$ cat src/rtl/mult_pkg.sv
// mult_pkg: saturation bound helpers and legal parameter ranges shared by the multiply-add pipe.
package mult_pkg;
  localparam int PIPE_MIN = 1;
  localparam int PIPE_MAX = 4;
  localparam int WP_MIN = 2;
  localparam int WP_MAX = 64;
  localparam int BOUND_W = 128;
  function automatic logic signed [BOUND_W-1:0] sat_hi(input int w, input bit sgn);
    return sgn ? (BOUND_W'(1) << (w - 1)) - BOUND_W'(1) : (BOUND_W'(1) << w) - BOUND_W'(1);
  endfunction
  function automatic logic signed [BOUND_W-1:0] sat_lo(input int w, input bit sgn);
    return sgn ? -(BOUND_W'(1) << (w - 1)) : '0;
  endfunction
endpackage

$ cat src/rtl/mult_sat.sv
// mult_sat: clamps a wide signed intermediate to the WP-bit signed or unsigned range and flags overflow.
module mult_sat
  import mult_pkg::*;
#(
  parameter int IW = 42,
  parameter int WP = 24,
  parameter bit SGN = 1'b1
) (
  input  logic signed [IW-1:0] din,
  output logic        [WP-1:0] dout,
  output logic                 ovf
);
  localparam logic signed [IW-1:0] HI = IW'(sat_hi(WP, SGN));
  localparam logic signed [IW-1:0] LO = IW'(sat_lo(WP, SGN));
  logic hi_hit, lo_hit;
  always_comb begin
    hi_hit = din > HI;
    lo_hit = din < LO;
    ovf = hi_hit | lo_hit;
    dout = hi_hit ? WP'(HI) : lo_hit ? WP'(LO) : WP'(din);
  end
endmodule

$ cat src/rtl/lpm_mult_pipe.sv
// lpm_mult_pipe: pipelined multiply-add / multiply-accumulate with saturation.
// Stage 1 registers the product, later stages delay it, the output stage adds and saturates.
module lpm_mult_pipe
  import mult_pkg::*;
#(
  parameter int WIDTHA = 8,
  parameter int WIDTHB = 8,
  parameter int WIDTHS = 16,
  parameter int WIDTHP = 24,
  parameter int SIGNED = 1,
  parameter int PIPELINE = 2
) (
  input  logic              clock,
  input  logic              aclr_n,
  input  logic              clken,
  input  logic              in_valid,
  input  logic [WIDTHA-1:0] dataa,
  input  logic [WIDTHB-1:0] datab,
  input  logic [WIDTHS-1:0] sum,
  input  logic              acc_en,
  input  logic              acc_clear,
  output logic              out_valid,
  output logic [WIDTHP-1:0] result,
  output logic              overflow
);
  localparam int PW = WIDTHA + WIDTHB + 1;
  localparam int IW = WIDTHP + WIDTHA + WIDTHB + 2;
  localparam bit SG = SIGNED != 0;
  localparam int DEPTH = PIPELINE < PIPE_MIN ? PIPE_MIN : PIPELINE > PIPE_MAX ? PIPE_MAX : PIPELINE;
  typedef struct packed {
    logic              v;
    logic              ae;
    logic              ac;
    logic [PW-1:0]     prod;
    logic [WIDTHS-1:0] sm;
  } stage_t;
  // st[0] is the combinational input stage; st[i] is the i-th register stage
  stage_t st [DEPTH];
  stage_t fin;
  logic signed [PW-1:0] a_x, b_x;
  logic signed [IW-1:0] prod_x, sum_x, acc_x, base_x, inter;
  logic [WIDTHP-1:0] sat_res, result_d, result_q, acc_d, acc_q;
  logic sat_ovf, take, out_valid_d, out_valid_q, overflow_d, overflow_q;
  always_comb begin
    a_x = SG ? PW'($signed(dataa)) : PW'(dataa);
    b_x = SG ? PW'($signed(datab)) : PW'(datab);
  end
  assign st[0] = '{v: in_valid, ae: acc_en, ac: acc_en & acc_clear, prod: a_x * b_x, sm: sum};
  for (genvar i = 1; i < DEPTH; i++) begin : g_stage
    stage_t st_d, st_q;
    always_comb st_d = clken ? st[i-1] : st_q;
    always_ff @(posedge clock or negedge aclr_n)
      if (!aclr_n) st_q <= '0;
      else st_q <= st_d;
    assign st[i] = st_q;
  end
  assign fin = st[DEPTH-1];
  always_comb begin
    prod_x = IW'($signed(fin.prod));
    sum_x = SG ? IW'($signed(fin.sm)) : IW'(fin.sm);
    acc_x = SG ? IW'($signed(acc_q)) : IW'(acc_q);
    base_x = fin.ae ? (fin.ac ? '0 : acc_x) : sum_x;
    inter = prod_x + base_x;
  end
  mult_sat #(.IW(IW), .WP(WIDTHP), .SGN(SG)) u_sat (
    .din (inter),
    .dout(sat_res),
    .ovf (sat_ovf)
  );
  // the accumulator closes its loop here so consecutive accumulating operands chain without a bubble
  always_comb begin
    take = clken & fin.v;
    out_valid_d = clken ? fin.v : out_valid_q;
    result_d = take ? sat_res : result_q;
    overflow_d = take ? sat_ovf : overflow_q;
    acc_d = (take & fin.ae) ? sat_res : acc_q;
  end
  always_ff @(posedge clock or negedge aclr_n)
    if (!aclr_n) begin
      out_valid_q <= 1'b0;
      result_q <= '0;
      overflow_q <= 1'b0;
      acc_q <= '0;
    end else begin
      out_valid_q <= out_valid_d;
      result_q <= result_d;
      overflow_q <= overflow_d;
      acc_q <= acc_d;
    end
  assign out_valid = out_valid_q;
  assign result = result_q;
  assign overflow = overflow_q;
endmodule

$ cat config.mk
export PLATFORM = sky130hd
export DESIGN_NAME = lpm_mult_pipe
export DESIGN_NICKNAME = d
export VERILOG_FILES = /design/src/rtl/mult_pkg.sv /design/src/rtl/mult_sat.sv /design/src/rtl/lpm_mult_pipe.sv
export SDC_FILE = /design/constraint.sdc
export NUM_CORES = 1
export LEC_CHECK = 0
export BUFFER_PORTS_ARGS = -buffer_cell sky130_fd_sc_hd__buf_4
export CORE_MARGIN = 4
export CORE_UTILIZATION = 60
export DETAILED_ROUTE_END_ITERATION = 7
export GPL_TIMING_DRIVEN = 0
export HOLD_SLACK_MARGIN = 0.15
export PLACE_DENSITY = 0.82
export RECOVER_POWER = 25
export SLEW_MARGIN = 25
export SYNTH_ARGS = -nofsm -noshare
export SYNTH_HDL_FRONTEND = slang
export SYNTH_SLANG_ARGS = --single-unit
$ cat constraint.sdc
create_clock -name clock -period 9.2 [get_ports clock]
set_input_delay 1.38 -clock clock [delete_from_list [all_inputs] [get_ports clock]]
set_output_delay 1.38 -clock clock [all_outputs]
set_load 0.01 [all_outputs]
# Word-level counts from Yosys, hierarchy flattened
# Index checks and enable logic that the tools add are counted.
[word_totals]
register_bits = 85
in_bits = 38
out_inout_bits = 26
elab_cells = 21
[op_classes]
n_addsub = 1
mul = 1
n_lt_le_gt_ge = 2
muxes = 4
bitwise_logic = 4
[op_table]
columns = ["op", "count"]
rows = [
  ["$mux W42", 2],
  ["$mux W24", 2],
  ["$add A16 B42 Y42", 1],
  ["$gt A42 B24 Y1 const B", 1],
  ["$lt A42 B24 Y1 const B", 1],
  ["$mul A8 B8 Y16", 1],
  ["$and A1 B1 Y1", 3],
  ["$or A1 B1 Y1", 1],
]

# Depth between registers and ports, before layout
# Gate-level depths: netlist of run 1.
[logic_depth]
word_depth = 6
mapped_depth = 18

# Modules after synthesis
# Synthesis of run 1 repeated with hierarchy kept, for this count alone.
[hier_totals]
hier_cells = 790
area_unflattened_um2 = 7597.3
[by_module_without_submodules]
columns = ["module", "n_inst", "cells_per_inst", "area_each_um2", "seq_area_each_um2"]
rows = [
  ["lpm_mult_pipe", 1, 747, 7278.2, 2127.0],
  ["mult_sat", 1, 43, 319.1, 0.0],
]

# Worst setup path before layout of run 1
# OpenSTA, ideal clock, no wires.
[synth_timing]
path_kind = "input to register"
from = "input port datab[6]"
to = "register g_stage[1].st_q, in the netlist fin[30]"
setup_time_ns = 0.069
arrival_ns = 5.305
setup_slack_ns = 3.826
path_stages = 15
path_cell_list = "clkbuf_1 -> nand2_1 -> fa_1 -> fa_1 -> inv_1 -> fa_1 -> fa_1 -> ha_1 -> o21ai_0 -> a21boi_0 -> o21ai_0 -> a21boi_0 -> o211ai_1 -> a2111o_1 -> nand3_1"
[synth_between]
elab_chain_cells = 1
[synth_rtl]
columns = ["element", "line", "rtl"]
rows = [
  ["start: declaration", "lpm_mult_pipe.sv:18", "input logic [WIDTHB-1:0] datab,"],
  ["$mul A8 B8 Y16", "lpm_mult_pipe.sv:48", "assign st[0] = '{v: in_valid, ae: acc_en, ac: acc_en & acc_clear, prod: a_x * b_x, sm: sum};"],
  ["end signal: assignment", "lpm_mult_pipe.sv:54", "else st_q <= st_d;"],
  ["end: declaration", "lpm_mult_pipe.sv:50", "stage_t st_d, st_q;"],
]
# Every way passes these cells.
# A chain may end at the register's enable or synchronous reset.

# Worst setup path in the final report of run 1
# Same ends and word-level chain as after synthesis.

==> results.yml, run 1 <==
layout:
  area_growth_pct: 13.1
  layout.nets: 1012
  insertedDiodeCount: 0
  final_cell_mix: "126 x nand2_1, 88 x inv_1, 85 x dfrtp_1, 61 x buf_4, 56 x fa_1"
  final_common_cell: "nand2_1"
  n_fill_cell: 906
  drive_gt1_share_pct: 14.7
route:
  dr.pass1.iters: 5
  wl_per_cell_um: 17.1
  vias_per_cell: 5.87
  drt-total-wl_um: 17700
  via_count: 6090
  first_iter_violations: 621
  post-route-drc-count: 0
  drtAntennaViolNets: 0
timing:
  setup_viol: 0
  clock-skew-final_ps: 7.50
  tightest_slew_ps: 4420
  max_freq_mhz: 181
  slew-limit-headroom_pct: -195
  rsz0062_at_grt: "false"
  fin_ws_ps: 3670
  fin_crit_ps: 5530
  finalSetupTns_ps: 0
  finalCritPeriodShare_pct: 60.1
  hold_viol: 0
  drv_slew: 86
die:
  die_w_um: 119
  start_util_pct: 61.3
  pin_count: 64
  die_y_um: 119
  die_area_um2: 14200
  rows: 40
  core_um2: 12100
placed_design:
  hpwl_um: 14200
  gp_congestion: 0.905
  io_buffers: 62
  preCtsSetupSlack_ps: 3360
power:
  p_int_mw: 1.48
  leakagePower_nw: 4.02
  clockPowerShare_pct: 12.7
  swShare_pct: 47.2
  power_density_nw_per_um2: 335
  combPwrFrac_pct: 65.0
  ir_drop_v: 0.000193
  seqPwrFrac_pct: 22.2
  p_switching_mw: 1.32
yosys:
  syn_area_per_cell_um2: 9.35
  synth-adder-area-share_pct: 24.3
  synth_edf_count: 0
  synth.area.mux_share_pct: 2.27
  synthesis.area_um2: 7400
  yosysSeqAreaShare_pct: 28.8
  synthSimpleGateAreaFrac_pct: 15.1
  synthCells: 791
  ys_seq_elements: 85
  ys_async_sr_fraction_pct: 100
  synth.distinct_cells: 57
  yosysWarnings: 0
  synth-compound-area-share_pct: 19.4
  synth-xor-area-share_pct: 3.79
  synth_nets: 939
  ys.flop_type: "dfrtp_1"
  synth_top_family_by_area: "adder cells"
flow_run:
  cap_viol_max_count: 1
clock_network:
  clk_pin_slew_ps: 60
  post_cts_resized: 0
  root_buffer: "clkbuf_16"
  cts_buffers: 9
  cts_max_level: 3
  postCtsSetupRepairBufs: 0
  clockBufferDepth: 2
  clkSinkCount: 85
  cts_tree: "done"
  clk_latency_ps: 350
  hold_buffers: 0
global_route:
  antenna_found_initial: 0
  grt_overflow: 0
  grt_pass1_wl_um: 30600
  track_usage_pct: 26.4
  grt_pass1_vias: 6223
  grt_max_degree: 86
critical_path:
  path_class: "input pin to flop"
  crit_fanout: 8
  cp.arrival_ps: 5810
  critPathRequiredTime_ps: 9480
  worstSetupStartpointType: "input pin"
  end_kind: "flop"
outcome:
  failed_checks: "max-capacitance violations, max-slew violations"
  outcome: "finished with violations"
hold_path:
  hold_path.class: "flop to flop"
final timing paths:
check,start,to,slack (ps),cells after the start
worst min register to register,overflow$_DFFE_PN0P_,overflow$_DFFE_PN0P_,480,2
worst max register to register,fin[34]$_DFFE_PN0P_,acc_q[4]$_DFFE_PN0P_,4580,16
worst max-delay path,datab[6],fin[30]$_DFFE_PN0P_,3670,15
max in group asynchronous,aclr_n,acc_q[6]$_DFFE_PN0P_,4120,1
worst min-delay path,overflow$_DFFE_PN0P_,overflow$_DFFE_PN0P_,480,2
min in group asynchronous,aclr_n,fin[19]$_DFFE_PN0P_,2610,1
flip-flops by register name, indices dropped and copies added, names as in the netlist:
register	count
out_valid	1
acc_q	24
fin	35
overflow	1
result	24
per-layer routing:
layer,wire length [µm],GRT usage (%),vias up
li1,-,-,2839
met1,7810,37.0,3017
met2,8510,42.4,197
met3,897,3.94,37
met4,483,8.69,0
met5,0,0,-
per-stage QoR:
stage	cells	power [mW]	instance area (µm²)	util, %	hold WS (ps)
after floorplan	791	1.95	7400	-	451
after global placement	1021	2.37	8070	66.9	465
after detailed placement	1021	2.43	8070	66.9	473
after CTS	1037	2.79	8370	69.4	485
after global routing	1037	3.04	8360	69.3	514
final	1037	2.80	8360	69.3	484
logic make-up (layout without fill, tap and decap cells):
kind of cell | after synthesis | count (layout)
AO/OA/AOI/OAI | 193 | 193
XOR/XNOR | 32 | 32
adder cells (fa/ha/maj) | 110 | 110
buffers and inverters | 120 | 198
flip-flops | 85 | 85
multiplexers | 15 | 15
AND/OR/NAND/NOR | 236 | 236
worst max-delay path: stages:
cell,delay [ps]
clkbuf_1,280
nand2_1,140
fa_1,510
fa_1,560
inv_1,60
fa_1,500
fa_1,490
ha_1,330
o21ai_0,120
a21boi_0,250
o21ai_0,140
a21boi_0,400
o211ai_1,180
a2111o_1,400
nand3_1,70
cells in the mapped netlist (3+ instances only):
library cell | instances | share of area (%)
nand4_1 | 5 | 0.42
o211ai_1 | 23 | 2.3
nor2b_1 | 8 | 0.68
o211ai_2 | 15 | 2.5
dfrtp_1 | 85 | 29
nand2_1 | 126 | 6.4
a31oi_1 | 4 | 0.34
and2_1 | 38 | 3.2
nor3_1 | 5 | 0.34
nand3_1 | 9 | 0.61
o21bai_1 | 4 | 0.41
a21oi_1 | 29 | 2.0
o311ai_1 | 10 | 1.2
nand2b_1 | 8 | 0.68
o2111ai_1 | 3 | 0.36
ha_1 | 54 | 9.1
clkbuf_1 | 26 | 1.3
mux2_2 | 14 | 2.1
fa_1 | 56 | 15
o21ai_0 | 54 | 3.7
inv_1 | 88 | 4.5
o21a_1 | 6 | 0.61
and3_1 | 7 | 0.59
xnor2_1 | 24 | 2.8
nor2_1 | 22 | 1.1
a21o_1 | 18 | 1.8
buf_2 | 4 | 0.27
o31ai_1 | 3 | 0.30
xor2_1 | 8 | 0.95
cell type report:
type	count	area (µm²)	share of cell area (%)
clock buffers	11	253	3.02
inverters	88	330	3.95
well taps	168	210	2.51
multi-input cells	586	4800	57.4
clock inverters	5	41.3	0.494
flip-flops and latches	85	2130	25.4
plain buffers	32	140	1.68
repair buffers	62	462	5.52
power by group through the flow:
| stage | clock network [mW] | registers, mW | logic, mW |
|---|---|---|---|
| after detailed placement | 0 | 0.625 | 1.80 |
| after CTS | 0.358 | 0.621 | 1.81 |
| final | 0.357 | 0.623 | 1.82 |
| after global routing | 0.373 | 0.639 | 2.02 |
| after global placement | 0 | 0.622 | 1.74 |
| after floorplan | 0 | 0.626 | 1.32 |
No activity file was read; power rests on OpenSTA's default activity.
==> run 2: changes to the inputs <==
==> constraint.sdc (replaced) <==
create_clock -name clock -period 5.3 [get_ports clock]
set_input_delay 0.795 -clock clock [delete_from_list [all_inputs] [get_ports clock]]
set_output_delay 0.795 -clock clock [all_outputs]
set_load 0.01 [all_outputs]
==> results.yml, run 2 (synthesized netlist as in run 1, its figures left out) <==
outcome:
  outcome: "finished with violations"
  failed_checks: "max-capacitance violations, max-slew violations"
global_route:
  grt_pass1_vias: 6223
  grt_overflow: 0
  grt_pass1_wl_um: 30600
  track_usage_pct: 26.4
  antenna_found_initial: 0
  grt_max_degree: 86
timing:
  rsz0062_at_grt: "false"
  max_freq_mhz: 202
  fin_crit_ps: 4950
  whs_ps: 484
  setup_viol: 0
  clock-skew-final_ps: 7.68
  slew-limit-headroom_pct: -155
  tightest_slew_ps: 3820
  hold_viol: 0
  finalSetupTns_ps: 0
  drv_slew: 86
  finalCritPeriodShare_pct: 93.4
clock_network:
  cts_buffers: 9
  cts_max_level: 3
  clk_latency_ps: 350
  clkSinkCount: 85
  postCtsSetupRepairBufs: 0
  post_cts_resized: 0
  clk_pin_slew_ps: 60
  clockBufferDepth: 2
  hold_buffers: 0
  cts_tree: "done"
  root_buffer: "clkbuf_16"
critical_path:
  critical_path.max_stage_delay_ps: 560
  crit_family: "adder cells"
  crit_fanout: 8
  crit_chain: "clkbuf_1 -> nand2_1 -> fa_1 -> fa_1 -> inv_1 -> fa_1 -> fa_1 -> ha_1 -> o21ai_0 -> a21boi_0 -> o21ai_0 -> a21boi_0 -> o211ai_1 -> a2111o_1 -> nand3_1"
  end_kind: "flop"
  worstSetupStartpointType: "input pin"
  cp.arrival_ps: 5230
  critPathSlowestCell: "fa_1"
  critPathMostFrequentCell: "fa_1"
  path_class: "input pin to flop"
  path_buf_inv: 2
  critPathRequiredTime_ps: 5580
layout:
  final_common_cell: "nand2_1"
  largest_reg_flops: 35
  insertedDiodeCount: 0
  area_growth_pct: 13.1
  fin_area_um2: 8370
  drive_gt1_share_pct: 14.7
  layout.nets: 1012
  final_cell_mix: "126 x nand2_1, 88 x inv_1, 85 x dfrtp_1, 61 x buf_4, 56 x fa_1"
die:
  start_util_pct: 61.3
  rows: 40
  core_um2: 12100
  die_w_um: 119
  die_y_um: 119
  pin_count: 64
  die_area_um2: 14200
route:
  drt-total-wl_um: 17700
  vias_per_cell: 5.88
  drtAntennaViolNets: 0
  via_count: 6101
  wl_per_cell_um: 17.1
  first_iter_violations: 621
  post-route-drc-count: 0
  dr.pass1.iters: 5
hold_path:
  hold_path.class: "flop to flop"
power:
  leakagePower_nw: 4.02
  power_density_nw_per_um2: 581
  ir_drop_v: 0.000334
placed_design:
  io_buffers: 62
  gp_congestion: 0.905
  hpwl_um: 14200
  placed_area_um2: 8070
flow_run:
  cap_viol_max_count: 1
run 2: cell types whose count changed in the layout (fill, tap and decap cells not counted):
cell / delta
clkbuf_1: -1
clkdlybuf4s25_1: +1
run 2: through the flow:
stage               utilization (%)  setup slack [ps]  std cells  total power, mW
floorplan                         -               511        791             3.38
global placement               66.9               175       1021             4.11
detailed placement             66.9              49.3       1021             4.21
CTS                            69.4               387       1037             4.85
global route                   69.4              86.8       1037             5.27
finish                         69.4               352       1037             4.86
run 2: area by class of cell:
type | count | area (µm²)
inverter | 88 | 330
buffer | 32 | 140
clock inverter | 5 | 41.3
sequential | 85 | 2130
timing repair buffer | 62 | 468
multi-input combinational | 586 | 4800
clock buffer | 11 | 253
tap | 168 | 210
fill | 905 | 3690
run 2: power breakdown:
part           leakage [nW]  internal (mW)  switching [mW]  total [mW]
sequential             1.03          0.916           0.165        1.08
clock                 0.139          0.347           0.272       0.620
combinational          2.85           1.30            1.86        3.16
run 2: path summary, 6_finish.rpt:
check                      slack [ps]  depth (start not counted)                    to            startpoint
max                               350                         15   fin[30]$_DFFE_PN0P_              datab[6]
min                               480                          2  overflow$_DFFE_PN0P_  overflow$_DFFE_PN0P_
max reg2reg                       680                         16  acc_q[4]$_DFFE_PN0P_   fin[34]$_DFFE_PN0P_
min reg2reg                       480                          2  overflow$_DFFE_PN0P_  overflow$_DFFE_PN0P_
max in group asynchronous        1160                          1  acc_q[6]$_DFFE_PN0P_                aclr_n
min in group asynchronous        1990                          1   fin[19]$_DFFE_PN0P_                aclr_n
run 2: per-layer routing:
metal	GRT usage, %	wire length (µm)	up-vias
li1	-	-	2840
met1	37.0	7810	3023
met2	42.4	8510	201
met3	3.94	911	37
met4	8.69	480	0
met5	0	0	-
run 2: tightest hold or removal path, stage by stage, from the launching register on:
cell and delay, ps:
dfrtp_1 340, nand2_1 60, o41ai_1 50
